File: src/rtl/rf_arb_pkg.sv
// Shared types and constants for the register-file write arbiter.
package rf_arb_pkg;

    typedef enum logic {
        IDLE  = 1'b0,
        WRITE = 1'b1
    } state_e;

    localparam int unsigned NREQ_MIN = 2;
    localparam int unsigned NREQ_MAX = 8;

endpackage

File: src/rtl/rf_write_arbiter_if.sv
// Requester-side and register-file-side signals of the write arbiter, grouped as one bus.
interface rf_write_arbiter_if #(
    parameter int unsigned N     = 2,
    parameter int unsigned WIDTH = 16,
    parameter int unsigned NREQ  = 3
);
    localparam int unsigned IDW = $clog2(NREQ);

    logic                    stall_i;
    logic [NREQ-1:0]         req_i;
    logic [NREQ*N-1:0]       req_addr_i;
    logic [NREQ*WIDTH-1:0]   req_data_i;
    logic [NREQ-1:0]         ack_o;
    logic                    wr_en_o;
    logic [N-1:0]            wr_addr_o;
    logic [WIDTH-1:0]        wr_data_o;
    logic [IDW-1:0]          grant_id_o;

    // Arbiter side.
    modport slave (
        input  stall_i, req_i, req_addr_i, req_data_i,
        output ack_o, wr_en_o, wr_addr_o, wr_data_o, grant_id_o
    );

    // Requester / register-file side.
    modport master (
        output stall_i, req_i, req_addr_i, req_data_i,
        input  ack_o, wr_en_o, wr_addr_o, wr_data_o, grant_id_o
    );

endinterface

File: src/rtl/rf_write_arbiter_rr_pick.sv
// Combinational round-robin search: first set bit of elig_i starting at ptr_i, wrapping.
module rr_pick #(
    parameter int unsigned NREQ = 3,
    parameter int unsigned IDW  = $clog2(NREQ)
) (
    input  logic [NREQ-1:0] elig_i,
    input  logic [IDW-1:0]  ptr_i,
    output logic [IDW-1:0]  winner_o,
    output logic            found_o
);

    int unsigned    sum;
    logic [IDW-1:0] idx;

    always_comb begin
        winner_o = '0;
        found_o  = 1'b0;
        sum      = 0;
        idx      = '0;
        for (int unsigned k = 0; k < NREQ; k++) begin
            sum = 32'(ptr_i) + k;
            if (sum >= NREQ) begin
                sum = sum - NREQ;
            end
            idx = IDW'(sum);
            if (!found_o && elig_i[idx]) begin
                found_o  = 1'b1;
                winner_o = idx;
            end
        end
    end

endmodule

File: src/rtl/rf_write_arbiter.sv
// Round-robin arbiter sharing the register-file write port among NREQ requesters.
// Optional RF_ARB_ZERO_PROTECT_EN: address-0 grants are acked but never write.
module rf_write_arbiter
    import rf_arb_pkg::*;
#(
    parameter int unsigned N     = 2,
    parameter int unsigned WIDTH = 16,
    parameter int unsigned NREQ  = 3
) (
    input  logic             clk,
    input  logic             rst,
    rf_write_arbiter_if.slave bus
);

    localparam int unsigned IDW = $clog2(NREQ);

    if (NREQ < NREQ_MIN || NREQ > NREQ_MAX) begin : g_nreq_range
        $error("rf_write_arbiter: NREQ out of range");
    end

    state_e           state_q, state_d;
    logic [IDW-1:0]   ptr_q, ptr_d;
    logic [NREQ-1:0]  ack_q, ack_d;
    logic             wr_en_q, wr_en_d;
    logic [N-1:0]     wr_addr_q, wr_addr_d;
    logic [WIDTH-1:0] wr_data_q, wr_data_d;
    logic [IDW-1:0]   grant_id_q, grant_id_d;

    logic [NREQ-1:0]  elig;
    logic [IDW-1:0]   winner;
    logic             found;
    logic             grant;
    logic [N-1:0]     sel_addr;
    logic [WIDTH-1:0] sel_data;

    // A requester acked this cycle still shows its old Req; mask it out.
    assign elig  = bus.req_i & ((state_q == WRITE) ? ~ack_q : {NREQ{1'b1}});
    assign grant = found && !bus.stall_i;

    rr_pick #(
        .NREQ (NREQ),
        .IDW  (IDW)
    ) u_rr_pick (
        .elig_i   (elig),
        .ptr_i    (ptr_q),
        .winner_o (winner),
        .found_o  (found)
    );

    always_comb begin
        sel_addr = '0;
        sel_data = '0;
        for (int i = 0; i < int'(NREQ); i++) begin
            if (winner == IDW'(i)) begin
                sel_addr = bus.req_addr_i[i*N +: N];
                sel_data = bus.req_data_i[i*WIDTH +: WIDTH];
            end
        end
    end

    always_comb begin
        state_d    = IDLE;
        ptr_d      = ptr_q;
        ack_d      = '0;
        wr_en_d    = 1'b0;
        wr_addr_d  = wr_addr_q;
        wr_data_d  = wr_data_q;
        grant_id_d = grant_id_q;

        case (state_q)
            IDLE:    state_d = grant ? WRITE : IDLE;
            WRITE:   state_d = grant ? WRITE : IDLE;
            default: state_d = IDLE;
        endcase

        if (grant) begin
            ack_d      = NREQ'(1) << winner;
            wr_addr_d  = sel_addr;
            wr_data_d  = sel_data;
            grant_id_d = winner;
            ptr_d      = (winner == IDW'(NREQ - 1)) ? '0 : winner + IDW'(1);
`ifdef RF_ARB_ZERO_PROTECT_EN
            wr_en_d    = (sel_addr != '0);
`else
            wr_en_d    = 1'b1;
`endif
        end
    end

    always_ff @(posedge clk or posedge rst) begin
        if (rst) begin
            state_q    <= IDLE;
            ptr_q      <= '0;
            ack_q      <= '0;
            wr_en_q    <= 1'b0;
            wr_addr_q  <= '0;
            wr_data_q  <= '0;
            grant_id_q <= '0;
        end else begin
            state_q    <= state_d;
            ptr_q      <= ptr_d;
            ack_q      <= ack_d;
            wr_en_q    <= wr_en_d;
            wr_addr_q  <= wr_addr_d;
            wr_data_q  <= wr_data_d;
            grant_id_q <= grant_id_d;
        end
    end

    assign bus.ack_o      = ack_q;
    assign bus.wr_en_o    = wr_en_q;
    assign bus.wr_addr_o  = wr_addr_q;
    assign bus.wr_data_o  = wr_data_q;
    assign bus.grant_id_o = grant_id_q;

endmodule

File: src/flat_wrapper.sv
// flat-port wrapper written by rule: the top's interface ports become plain ports
module rf_write_arbiter_flat import rf_arb_pkg::*;
#(
    parameter int unsigned N     = 2,
    parameter int unsigned WIDTH = 16,
    parameter int unsigned NREQ  = 3
)
  (clk, rst, bus_stall_i, bus_req_i, bus_req_addr_i, bus_req_data_i, bus_ack_o, bus_wr_en_o, bus_wr_addr_o, bus_wr_data_o, bus_grant_id_o);
  rf_write_arbiter_if #(.N(N), .WIDTH(WIDTH), .NREQ(NREQ)) bus_i ();
  input  logic clk;
  input  logic rst;
  input wire logic [$bits(bus_i.stall_i)-1:0] bus_stall_i;
  input wire logic [$bits(bus_i.req_i)-1:0] bus_req_i;
  input wire logic [$bits(bus_i.req_addr_i)-1:0] bus_req_addr_i;
  input wire logic [$bits(bus_i.req_data_i)-1:0] bus_req_data_i;
  output wire logic [$bits(bus_i.ack_o)-1:0] bus_ack_o;
  output wire logic [$bits(bus_i.wr_en_o)-1:0] bus_wr_en_o;
  output wire logic [$bits(bus_i.wr_addr_o)-1:0] bus_wr_addr_o;
  output wire logic [$bits(bus_i.wr_data_o)-1:0] bus_wr_data_o;
  output wire logic [$bits(bus_i.grant_id_o)-1:0] bus_grant_id_o;
  assign bus_i.stall_i = bus_stall_i;
  assign bus_i.req_i = bus_req_i;
  assign bus_i.req_addr_i = bus_req_addr_i;
  assign bus_i.req_data_i = bus_req_data_i;
  assign bus_ack_o = bus_i.ack_o;
  assign bus_wr_en_o = bus_i.wr_en_o;
  assign bus_wr_addr_o = bus_i.wr_addr_o;
  assign bus_wr_data_o = bus_i.wr_data_o;
  assign bus_grant_id_o = bus_i.grant_id_o;
  rf_write_arbiter #(.N(N), .WIDTH(WIDTH), .NREQ(NREQ)) u_core (.clk(clk), .rst(rst), .bus(bus_i));
endmodule
File: config.mk
export PLATFORM = sky130hd
export DESIGN_NAME = rf_write_arbiter_flat
export DESIGN_NICKNAME = d
export VERILOG_FILES = /design/src/rtl/rf_arb_pkg.sv /design/src/rtl/rf_write_arbiter_if.sv /design/src/rtl/rf_write_arbiter_rr_pick.sv /design/src/rtl/rf_write_arbiter.sv /design/src/flat_wrapper.sv
export SDC_FILE = /design/constraint.sdc
export NUM_CORES = 1
export LEC_CHECK = 0
export BUFFER_PORTS_ARGS = -buffer_cell sky130_fd_sc_hd__buf_2
export CORE_UTILIZATION = 45
export CTS_BUF_LIST = sky130_fd_sc_hd__clkbuf_16
export DETAILED_ROUTE_END_ITERATION = 16
export GPL_ROUTABILITY_DRIVEN = 1
export GPL_TIMING_DRIVEN = 0
export PLACE_DENSITY = 0.8
export SETUP_SLACK_MARGIN = 0.1
export SLEW_MARGIN = 20
export SYNTH_ARGS = -nofsm -noshare
export SYNTH_HDL_FRONTEND = slang
export SYNTH_HIERARCHICAL = 1
export SYNTH_SLANG_ARGS = --single-unit
export TNS_END_PERCENT = 100
File: constraint.sdc
create_clock -name clk -period 3.3 [get_ports clk]
set_clock_uncertainty 0.15 [all_clocks]
set_input_delay 0.165 -clock clk [delete_from_list [all_inputs] [get_ports clk]]
set_output_delay 0.165 -clock clk [all_outputs]
set_load 0.01 [all_outputs]
==> results.py, run 1 <==
metrics = {
    "cts": {
        "cts_root_buffer": "clkbuf_16",
        "cts_buffers": 3,
        "clk_latency_ps": 260,
        "cts_buffer_depth": 2,
        "htreeDepth": 1,
        "cts_tree": "built",
        "path_clk_slew_ps": 70,
        "clock_sinks": 26,
    },
    "timing": {
        "grt_setup_unrepaired": "false",
        "timing.final.crit_period_ps": 2890,
        "setup_viol": 0,
        "worstMarginPinSlew_ps": 909,
        "max_clock_freq_mhz": 346,
        "maxSlewHeadroom_pct": 39.0,
        "hold_viol": 0,
        "worst_slack_ps": 408,
        "finalCritPeriodShare_pct": 87.6,
        "setup_tns_ps": 0,
        "final_max_slew_viol_count": 0,
    },
    "setup_path": {
        "path_common_cell": "mux2i_1",
        "critPathMaxFanout": 10,
        "cpMaxStageDelayCell": "a21boi_0",
        "rr_worst_depth": 8,
        "crit_buf_inv": 1,
        "crit_path_start_kind": "flip-flop",
        "crit_family": "compound AO/OA/AOI/OAI gates",
        "max_stage_delay_ps": 440,
        "path_class": "flip-flop to flip-flop",
        "cp.required_ps": 3300,
        "cp-end-kind": "flip-flop",
        "cp.depth": 8,
        "arrival_ps": 2900,
        "crit_path_cell_trace": "a21boi_0 -> mux2i_1 -> mux2i_1 -> nor3b_1 -> a211oi_2 -> clkbuf_1 -> nor3_1 -> a21o_1",
    },
    "synthesis": {
        "synth_seq_cells": 26,
        "yosysWarnings": 6,
        "synth_cell_type_count": 28,
        "ys_seq_area_share_pct": 41.7,
        "yosys.area.top_type": "dfrtp_1",
        "synthTopCellsByArea": "dfrtp_1 (42%), mux2i_1 (15%), a21oi_1 (12%), or2_0 (6.4%), nor2_1 (4.3%)",
        "synthAdderAreaFrac_pct": 2.40,
        "synth_compound_area_share_pct": 16.4,
        "mappedNetlistNets": 235,
        "synth_top_family_by_area": "simple AND/OR/NAND/NOR gates",
        "yosysTopAreaCellShare_pct": 41.7,
        "syn_avg_cell_area_um2": 9.08,
        "syn_area_mm2": 0.00156,
        "synthCells": 172,
        "muxShareOfSynthArea_pct": 14.7,
        "yosys.area_share.simple_pct": 19.2,
        "synth-xor-area-share_pct": 0,
    },
    "final_layout": {
        "multi_input_area_um2": 830,
        "n_fill_cell": 316,
        "fin_nets": 324,
        "drive_gt1_share_pct": 38.5,
        "ff_latch_area_um2": 651,
        "syn_to_final_growth_pct": 38.0,
        "antenna_cells": 0,
    },
    "detailed_routing": {
        "post_drt_via_cell_ratio": 5.08,
        "vias": 1556,
        "drt.antenna.violating_nets": 0,
        "wl_per_cell_um": 13.0,
        "dr.first_iter.drc_count": 64,
        "drt-total-wl_um": 3990,
        "drc": 0,
        "drtPass1Iterations": 4,
    },
    "placement": {
        "port_buffers": 83,
        "place_congestion": 0.801,
        "dpl.hpwl_um": 2910,
        "place_ws_ps": 270,
    },
    "global_route": {
        "grt_pass1_vias": 1430,
        "globalRouteTotalUtil_pct": 21.8,
        "antenna_found_initial": 0,
        "grt-ovfl-total": 0,
        "grt_pass1_wl_um": 6020,
        "grt_max_degree": 27,
    },
    "job": {
        "max_cap_violations": 0,
    },
    "die": {
        "die_area_mm2": 0.00371,
        "rows": 21,
        "coreArea_mm2": 0.00334,
        "io_pins": 84,
        "start_util_pct": 46.8,
        "die_w_um": 60.9,
        "fp.dieH_um": 60.9,
    },
    "hold_path": {
        "whs_path_depth": 3,
        "hp-class": "input port to flip-flop",
    },
    "power_and_ir_drop": {
        "power_density_mw_per_mm2": 1110,
        "p_leak_nw": 1.08,
        "irDropWorstVdd_v": 0.000518,
    },
    "run_status": {
        "status": "finished, final reports clean",
    },
}
==> placed cells by master, fill, tap and decap left out, drive strengths merged <==
cell	instances
nor2b	2
mux2i	23
and2b	1
nor3	1
nor3b	2
nand2	6
dlygate4sd3	1
clkinv	1
and2	1
clkbuf	6
a21oi	36
buf	91
a21o	3
or2	18
nor2	18
o41ai	1
o21ai	3
a211oi	1
nor4b	1
or3	1
bufinv	1
inv	5
nand2b	2
dfrtp	26
a21boi	3
ha	3
nand3b	3
==> cell type report <==
class	count	area share [%]
Timing Repair Buffer	84	19.7
Multi-Input combinational cell	129	38.5
Sequential cell	26	30.2
Inverter	6	1.05
Buffer	11	2.96
Clock buffer	3	3.48
Clock inverter	1	1.39
Tap cell	46	2.67
==> synth_stat cells (all sizes together) <==
| library cell | n |
|---|---|
| dfrtp | 26 |
| o21ai | 3 |
| nor4b | 1 |
| buf | 8 |
| nand3b | 3 |
| nand2 | 6 |
| inv | 6 |
| and2 | 1 |
| nor2 | 18 |
| nand2b | 2 |
| o41ai | 1 |
| a21o | 3 |
| clkbuf | 3 |
| a21oi | 36 |
| nor2b | 2 |
| or2 | 18 |
| mux2i | 23 |
| nor3 | 1 |
| a21boi | 3 |
| nor3b | 2 |
| or3 | 1 |
| a211oi | 1 |
| and2b | 1 |
| ha | 3 |
==> report_power, final <==
group	switching, W	internal (W)
registers	0.0000832	0.000481
clock network	0.000107	0.000241
logic	0.000826	0.000659
total	0.00102	0.00138
==> flip-flops by register name, indices dropped and copies added, names as in the netlist <==
signal / flops
u_core/ptr_q: 2
u_core/bus.grant_id_o: 2
u_core/bus.ack_o: 3
u_core/bus.wr_addr_o: 2
u_core/bus.wr_data_o: 16
u_core/bus.wr_en_o: 1
==> worst paths after layout <==
kind	start	end	slack (ps)
max in group asynchronous	rst	u_core/bus.wr_addr_o[1]	2190
worst max register to register	u_core/bus.wr_en_o	u_core/ptr_q[0]	410
worst min register to register	u_core/bus.grant_id_o[0]	u_core/bus.grant_id_o[0]	340
min in group asynchronous	rst	u_core/bus.ack_o[0]	380
worst max-delay path	u_core/bus.wr_en_o	u_core/ptr_q[0]	410
worst min-delay path	bus_req_data_i[37]	u_core/bus.wr_data_o[5]	40
==> metrics by stage <==
stage,instance area (um^2),total power (W),utilization [%],cells,hold slack [ps]
5_1_grt,2150,0.00258,64.6,306,54.1
2_1_floorplan,1560,0.00162,-,172,55.0
4_1_cts,2140,0.00239,64.1,305,23.0
6_report,2150,0.00240,64.6,306,44.7
3_3_place_gp,2030,0.00199,61.0,301,289
3_5_place_dp,2030,0.00203,61.0,301,299
==> routing by layer <==
metal / wire (um) / vias to the layer above / global-route usage, % / part of all wire (%)
met4: 89 / 0 / 9.74 / 2.2
met5: 0 / - / 0 / 0
met3: 174 / 8 / 1.71 / 4.4
met1: 1730 / 724 / 27.5 / 43
li1: - / 765 / - / -
met2: 2000 / 59 / 38.3 / 50
==> worst reg2reg max path: stages, from the launching register on <==
cell      delay (ps)
dfrtp_1          390
a21boi_0         440
mux2i_1          150
mux2i_1          390
nor3b_1          120
a211oi_2         420
clkbuf_1         410
nor3_1           140
a21o_1           170
==> cell families after synthesis <==
kind of cell	Yosys count
adders and majority gates	3
muxes	23
and+or+nand+nor	56
AOI/OAI and AO/OA	47
buffers and inverters	17
DFF	26
==> what timing repair did <==
action / CTS / global route
buffers inserted: 0 / 0
endpoints found under the setup margin: 0 / 19
hold endpoints to repair: 0 / 26
hold buffers: 0 / 1
resized for setup: 0 / 1
No activity file was read; power rests on OpenSTA's default activity.
==> run 2, diff against run 1 <==
CAP_MARGIN = 5   (was default)
PLACE_DENSITY = default   (was 0.8)
PLACE_DENSITY_LB_ADDON = 0.2   (was default)
==> run 2 against run 1 <==
  * Worst setup slack gained 67 ps
  * First-iteration DRC count shrank 22%
  * Critical path depth grew 1
  * Core utilization shrank 0.90 points
  * Cell count shrank 0.33%
  * Via count shrank 3.7%
  * Global-route usage shrank 1.1 points
  * Critical path type unchanged
  * Sequential power shrank 0.9%
  * Die area is the same
==> results.py, run 2 (same netlist as run 1, synthesis figures left out) <==
metrics = {
    "placement": {
        "port_buffers": 83,
        "dpl-instance-area_mm2": 0.00203,
        "place_congestion": 0.787,
        "dpl.hpwl_um": 2750,
        "dp.cells": 301,
    },
    "hold_path": {
        "whs_path_depth": 3,
        "hp-class": "input port to flip-flop",
    },
    "detailed_routing": {
        "wl_per_cell_um": 11.9,
        "post_drt_via_cell_ratio": 4.91,
        "vias": 1498,
        "drt.antenna.violating_nets": 0,
        "dr.first_iter.drc_count": 50,
        "drt-total-wl_um": 3620,
        "drtPass1Iterations": 4,
        "drc": 0,
    },
    "setup_path": {
        "crit_path_cell_trace": "a21boi_0 -> mux2i_1 -> mux2i_1 -> nor3b_1 -> a211oi_2 -> and2b_1 -> buf_2 -> a21oi_1 -> a21oi_1",
        "path_class": "flip-flop to flip-flop",
        "cp.required_ps": 3280,
        "cp-end-kind": "flip-flop",
        "arrival_ps": 2810,
        "cpMaxStageDelayCell": "a21boi_0",
        "rr_worst_depth": 9,
        "critPathMaxFanout": 10,
        "max_stage_delay_ps": 450,
        "crit_path_start_kind": "flip-flop",
    },
    "cts": {
        "path_clk_slew_ps": 60,
        "cts_buffer_depth": 2,
        "cts_tree": "built",
        "cts_root_buffer": "clkbuf_16",
        "htreeDepth": 1,
        "clock_sinks": 26,
        "cts_buffers": 3,
        "clk_latency_ps": 250,
        "cts_setup_buffers": 0,
    },
    "timing": {
        "hold_viol": 0,
        "grt_setup_unrepaired": "false",
        "worstMarginPinSlew_ps": 902,
        "maxSlewHeadroom_pct": 39.5,
        "finalCritPeriodShare_pct": 85.6,
        "setup_tns_ps": 0,
        "setup_viol": 0,
        "max_clock_freq_mhz": 354,
        "final_max_slew_viol_count": 0,
        "timing.final.crit_period_ps": 2820,
    },
    "die": {
        "die_area_mm2": 0.00371,
        "fp.dieH_um": 60.9,
        "coreArea_mm2": 0.00334,
        "rows": 21,
        "io_pins": 84,
        "die_w_um": 60.9,
        "start_util_pct": 46.8,
    },
    "final_layout": {
        "stdcell_area_mm2": 0.00212,
        "drive_gt1_share_pct": 38.2,
        "fin_nets": 324,
        "syn_to_final_growth_pct": 36.1,
        "final_cells": 305,
        "largest_reg_flops": 16,
        "layout_common_cells": "buf_2 (89), a21oi_1 (36), dfrtp_1 (26), mux2i_1 (23), nor2_1 (18)",
        "antenna_cells": 0,
        "layout.cells.most_common": "buf_2",
        "finish.utilization_pct": 63.7,
    },
    "global_route": {
        "met1_usage_pct": 28.6,
        "globalRouteTotalUtil_pct": 20.7,
        "grt_pass1_wl_um": 5840,
        "grt_max_degree": 27,
        "grt_pass1_vias": 1357,
        "grt-ovfl-total": 0,
        "grtUsageMet3_pct": 2.13,
        "grt_busiest_layer": "met2",
        "grt_util_met2_pct": 35.2,
        "antenna_found_initial": 0,
    },
    "power_and_ir_drop": {
        "irDropWorstVdd_v": 0.000538,
        "p_leak_nw": 1.07,
        "p_total_w": 0.00227,
        "power_density_mw_per_mm2": 1070,
    },
    "run_status": {
        "status": "finished, final reports clean",
    },
    "job": {
        "max_cap_violations": 0,
    },
}
[run 2: layout make-up]
type	instances	area (um^2)
Tap cell	46	57.6
Inverter	6	22.5
Fill cell	326	1210
Multi-Input combinational cell	129	830
Timing Repair Buffer	84	425
Sequential cell	26	651
Clock buffer	3	75.1
Buffer	11	63.8
[run 2: timing repair]
| item | CTS | global route |
|---|---|---|
| resized for setup | 0 | 1 |
| endpoints found under the setup margin | 0 | 19 |
| hold buffers | 0 | 1 |
| endpoints found under the hold margin | 0 | 26 |
[run 2: worst paths after layout]
kind	startpoint	endpoint	slack [ps]
setup / recovery	u_core/bus.wr_en_o	u_core/bus.wr_data_o[7]	480
hold / removal	bus_req_data_i[42]	u_core/bus.wr_data_o[10]	60
setup reg to reg	u_core/bus.wr_en_o	u_core/bus.wr_data_o[7]	480
hold reg to reg	u_core/bus.grant_id_o[0]	u_core/bus.grant_id_o[0]	320
max in group asynchronous	rst	u_core/ptr_q[1]	2170
min in group asynchronous	rst	u_core/bus.wr_data_o[2]	410
[run 2: worst max-delay path: cells and delay by family (launching register included)]
kind                   cells  cell delay [ps]
AOI/OAI and AO/OA          4             1120
buffers and inverters      1              180
DFF                        1              400
muxes                      2              520
and+or+nand+nor            2              350
[run 2: through the flow]
step	setup slack (ps)	hold WS, ps
2_1_floorplan	682	55.0
3_3_place_gp	312	280
3_5_place_dp	298	288
4_1_cts	274	15.0
5_1_grt	186	59.0
6_report	475	58.4
[run 2: layer usage]
metal	share of wire (%)	vias to the layer above
met2	48	40
li1	-	760
met3	4.5	2
met1	47	696
met4	0.55	0
met5	0	-
[run 2: power breakdown]
group          total, W  internal [W]  switching [W]
clock network  0.000253      0.000160      0.0000927
logic           0.00146      0.000659       0.000796
registers      0.000560      0.000481      0.0000781
